===== config.mk =====
export PLATFORM = sky130hd
export DESIGN_NAME = ddr_ser_tx
export DESIGN_NICKNAME = d
export VERILOG_FILES = /design/src/rtl/ddr_ser_tx_pkg.sv /design/src/rtl/ddr_out_cell.sv /design/src/rtl/ddr_ser_tx.sv
export SDC_FILE = /design/constraint.sdc
export NUM_CORES = 1
export LEC_CHECK = 0
export ABC_CLOCK_PERIOD_IN_PS = 1100
export CORE_MARGIN = 2
export CORE_UTILIZATION = 44
export CTS_BUF_LIST = sky130_fd_sc_hd__clkbuf_8
export CTS_CLUSTER_SIZE = 14
export DETAILED_ROUTE_END_ITERATION = 16
export PLACE_DENSITY = 0.76
export SYNTH_ARGS = -nofsm -noshare
export SYNTH_HDL_FRONTEND = slang
export SYNTH_SLANG_ARGS = --single-unit

===== constraint.sdc =====
create_clock -name CLK -period 1.1 [get_ports CLK]
set_input_delay 0.11 -clock CLK [delete_from_list [all_inputs] [get_ports CLK]]
set_output_delay 0.11 -clock CLK [all_outputs]
set_load 0.005 [all_outputs]

===== src/rtl/ddr_ser_tx_pkg.sv =====
// Shared helpers for the DDR serial transmitter slice.
package ddr_ser_tx_pkg;

    // Pair-counter width; a single-pair word still needs one bit of counter.
    function automatic int cnt_width(input int npair);
        return (npair <= 1) ? 1 : $clog2(npair);
    endfunction

endpackage


===== src/rtl/ddr_out_cell.sv =====
// DDR output cell: posedge A/B pair register, negedge B register and CLK-driven output mux.
module ddr_out_cell #(
    parameter logic INIT = 1'b0
) (
    input  logic CLK,
    input  logic RESET,
    input  logic pair_a,
    input  logic pair_b,
    output logic Q
);

    logic a_reg;
    logic b_reg;
    logic neg_reg;

    always_ff @(posedge CLK or posedge RESET) begin
        if (RESET) begin
            a_reg <= INIT;
            b_reg <= INIT;
        end else begin
            a_reg <= pair_a;
            b_reg <= pair_b;
        end
    end

    // B is re-timed to the falling edge so it is stable for the whole low phase.
    always_ff @(negedge CLK or posedge RESET) begin
        if (RESET) begin
            neg_reg <= INIT;
        end else begin
            neg_reg <= b_reg;
        end
    end

    assign Q = CLK ? a_reg : neg_reg;

endmodule


===== src/rtl/ddr_ser_tx.sv =====
// DDR serial transmitter: valid/ready word intake, pair counter and shift register feeding ddr_out_cell.
module ddr_ser_tx
    import ddr_ser_tx_pkg::*;
#(
    parameter int   DWIDTH    = 8,
    parameter logic INIT      = 1'b0,
    parameter int   MSB_FIRST = 1
) (
    input  logic              CLK,
    input  logic              RESET,
    input  logic [DWIDTH-1:0] TX_DATA,
    input  logic              TX_VALID,
    output logic              TX_READY,
    output logic              Q,
    output logic              Q_EN,
    output logic              TX_BUSY
);

    localparam int NPAIR = DWIDTH / 2;
    localparam int CW    = cnt_width(NPAIR);

    logic [CW-1:0]     cnt;
    logic [DWIDTH-1:0] shift_reg;
    logic [DWIDTH-1:0] ordered;
    logic              accept;
    logic              pair_a;
    logic              pair_b;

    // Reorder so the first bit to send always sits at the top of the word.
    always_comb begin
        ordered = '0;
        for (int i = 0; i < DWIDTH; i++) begin
            ordered[i] = (MSB_FIRST != 0) ? TX_DATA[i] : TX_DATA[DWIDTH-1-i];
        end
    end

    assign TX_READY = ~RESET & (cnt == '0);
    assign accept   = TX_VALID & TX_READY;
    assign TX_BUSY  = Q_EN | (cnt != '0);

    always_comb begin
        pair_a = INIT;
        pair_b = INIT;
        if (accept) begin
            pair_a = ordered[DWIDTH-1];
            pair_b = ordered[DWIDTH-2];
        end else if (cnt != '0) begin
            pair_a = shift_reg[DWIDTH-1];
            pair_b = shift_reg[DWIDTH-2];
        end
    end

    always_ff @(posedge CLK or posedge RESET) begin
        if (RESET) begin
            cnt       <= '0;
            shift_reg <= '0;
            Q_EN      <= 1'b0;
        end else if (accept) begin
            shift_reg <= ordered << 2;
            cnt       <= CW'(NPAIR - 1);
            Q_EN      <= 1'b1;
        end else if (cnt != '0) begin
            shift_reg <= shift_reg << 2;
            cnt       <= cnt - 1'b1;
            Q_EN      <= 1'b1;
        end else begin
            Q_EN      <= 1'b0;
        end
    end

    ddr_out_cell #(
        .INIT(INIT)
    ) u_out (
        .CLK   (CLK),
        .RESET (RESET),
        .pair_a(pair_a),
        .pair_b(pair_b),
        .Q     (Q)
    );

endmodule


==> results <==
==> cells by family after synthesis <==
group	after synthesis	share of synthesized area
and+or+nand+nor	12	0.129
DFF	12	0.517
muxes	9	0.166
buffers and inverters	8	0.110
AOI/OAI and AO/OA	6	0.0560
adders and majority gates	1	0.0215
==> cell usage in the layout (no fill, tap or decap), types with 3 or more instances in the layout <==
master / n
buf_4: 8
buf_6: 3
clkbuf_8: 7
clkdlybuf4s50_1: 10
dfrtp_1: 11
inv_1: 3
mux2i_1: 7
nor2_2: 3
==> per-layer routing <==
| metal | track usage | up-vias | wire, um |
|---|---|---|---|
| li1 | - | 217 | - |
| met1 | 0.222 | 223 | 567 |
| met2 | 0.337 | 12 | 756 |
| met3 | 0.117 | 7 | 57 |
| met4 | 0.217 | 0 | 55 |
| met5 | 0 | - | 0 |
==> metrics by stage <==
stage | setup slack [ns] | instance area, um2 | power, mW | TNS (ns)
after global routing | -0.685 | 933 | 2.91 | -1.39
after detailed placement | -0.568 | 744 | 1.55 | -2.25
final | -0.659 | 933 | 2.74 | -1.16
after global placement | -0.537 | 744 | 1.50 | -1.97
after CTS | -0.636 | 901 | 2.58 | -1.05
after floorplan | -0.119 | 593 | 1.28 | -0.119
==> critical path: stages (launching register included) <==
cell	delay [ns]
dfrtn_1	0.33
mux2_2	0.27
buf_6	0.12
==> power groups by stage <==
stage	registers (mW)	logic, mW	clock network, mW
finish	0.708	1.14	0.890
floorplan	0.675	0.561	0.0466
global placement	0.681	0.718	0.103
global route	0.720	1.24	0.950
detailed placement	0.701	0.750	0.103
CTS	0.696	1.04	0.844
==> timing repair <==
| action | in CTS | in global routing |
|---|---|---|
| pin swaps | 1 | 1 |
| setup endpoints to repair | 13 | 12 |
| setup buffers | 6 | 2 |
| gates resized for setup | 19 | 10 |
==> how the worst min path moves through the flow <==
stage | end | cells past startpoint | slack [ns] | from
floorplan | Q_EN$_DFF_PP0_ | 1 | -0.03 | RESET
global placement | shift_reg[2]$_DFFE_PP0P_ | 3 | 0.51 | RESET
detailed placement | shift_reg[2]$_DFFE_PP0P_ | 3 | 0.51 | RESET
CTS | shift_reg[2]$_DFFE_PP0P_ | 3 | 0.16 | RESET
global route | shift_reg[4]$_DFFE_PP0P_ | 3 | 0.17 | RESET
finish | shift_reg[2]$_DFFE_PP0P_ | 3 | 0.14 | RESET
==> cell type report <==
cell class / instances / area [um2]
Tap cell: 15 / 18.8
Fill cell: 83 / 335
Multi-Input combinational cell: 28 / 250
Timing Repair Buffer: 25 / 238
Clock buffer: 8 / 108
Sequential cell: 12 / 300
Inverter: 5 / 18.8
==> flow_summary.toml <==
[route]
num_vias = 459
vias_per_cell = 4.94
postRouteAntennaNets = 0
drt_first_pass_iters = 4
drc = 0
wirelength_um = 1440
drt-initial-drc-count = 5
wire_per_inst_um = 15.5

[critical_path]
rr_worst_depth = 5
cp_max_fo = 1
startpoint = "u_out.neg_reg$_DFF_NP0_"
critPathRequiredTime_ns = 0.99
critPathKind = "flop to output port"
end_kind = "output port"
cp-start-kind = "flop"
reg2reg_to = "cnt[0]$_DFFE_PP0P_"
reg2reg_from = "cnt[1]$_DFFE_PP0P_"
crit_arrival_ns = 1.65
worstSetupEndpoint = "Q"
rrSetupSlack_ns = -0.07

[outcome]
outcome = "finished, violations left"
violations = "negative setup slack"

[floorplanning]
io-pin-count = 15
row_count = 13
initial_core_util = 0.458
core_um2 = 1270
fp.dieArea_um2 = 1630
die_x_um = 40.3
die_h_um = 40.3

[power]
p_int_mw = 1.93
power.density_nw_per_um2 = 2930
clkPwrFrac = 0.325
p_comb_frac = 0.417
switchingPower_mw = 0.807
p_leak_nw = 0.466
seq_power_share = 0.258
vdd_drop_max_mv = 1.47
switching_share = 0.295

[global_routing]
grt_max_degree = 12
grt_usage = 0.227
antenna_found_initial = 0
first_global_vias = 467
grt_pass1_wl_um = 2060
grt-ovfl-total = 0

[hold_path]
worstHoldPathType = "primary input to asynchronous set/reset pin"

[synthesis]
synth_ff_type = "dfrtp_1"
synth_area_leader_cell = "dfrtp_1"
synth_common_cells = "dfrtp_1 (11), mux2i_1 (7), inv_1 (5), a21oi_1 (4), nor2_1 (4)"
synthDistinctLibCells = 18
synth_area_leaders = "dfrtp_1 (47%), mux2i_1 (12%), buf_12 (6.9%), dfrtn_1 (4.3%), a21oi_1 (3.4%)"
async_flop_share = 1.00
yosysTopAreaCellShare = 0.474
yosysSeqAreaShare = 0.517
syn-instance-count = 48
netlist_area_um2 = 581
syn_avg_cell_area_um2 = 12.1
yosysMostFrequentCell = "dfrtp_1"
synth_nets = 60
ys_ff_latch = 12
synth-edff-count = 0
yosys_warnings = 0

[timing]
finalMaxSlewViolations = 0
grt_setup_unrepaired = "true"
setup_slack_ns = -0.659
slew_headroom = 0.855
setup_viol = 6
whs_ns = 0.140
hold_violations = 0
worst_pin_slew_ns = 0.211
skew_ns = 0.0318

[placement]
port_buffers = 14
placed_cells = 79
gp_congestion = 0.687

[clock_network]
clk_pin_slew_worst_paths_ns = 0.05
clock_latency_ns = 0.38
hold_buffers = 0
cts_tree = "built"

[final_layout]
drive_above_1_share = 0.462
post-route-util = 0.736
nets = 91
largest_register_ffs = 6
instances_no_fill = 93
syn2layout_area_growth_pct = 60.8
n_antenna_cell = 0

[flow_run]
cap_violations = 0
No activity file was read; power rests on OpenSTA's default activity.
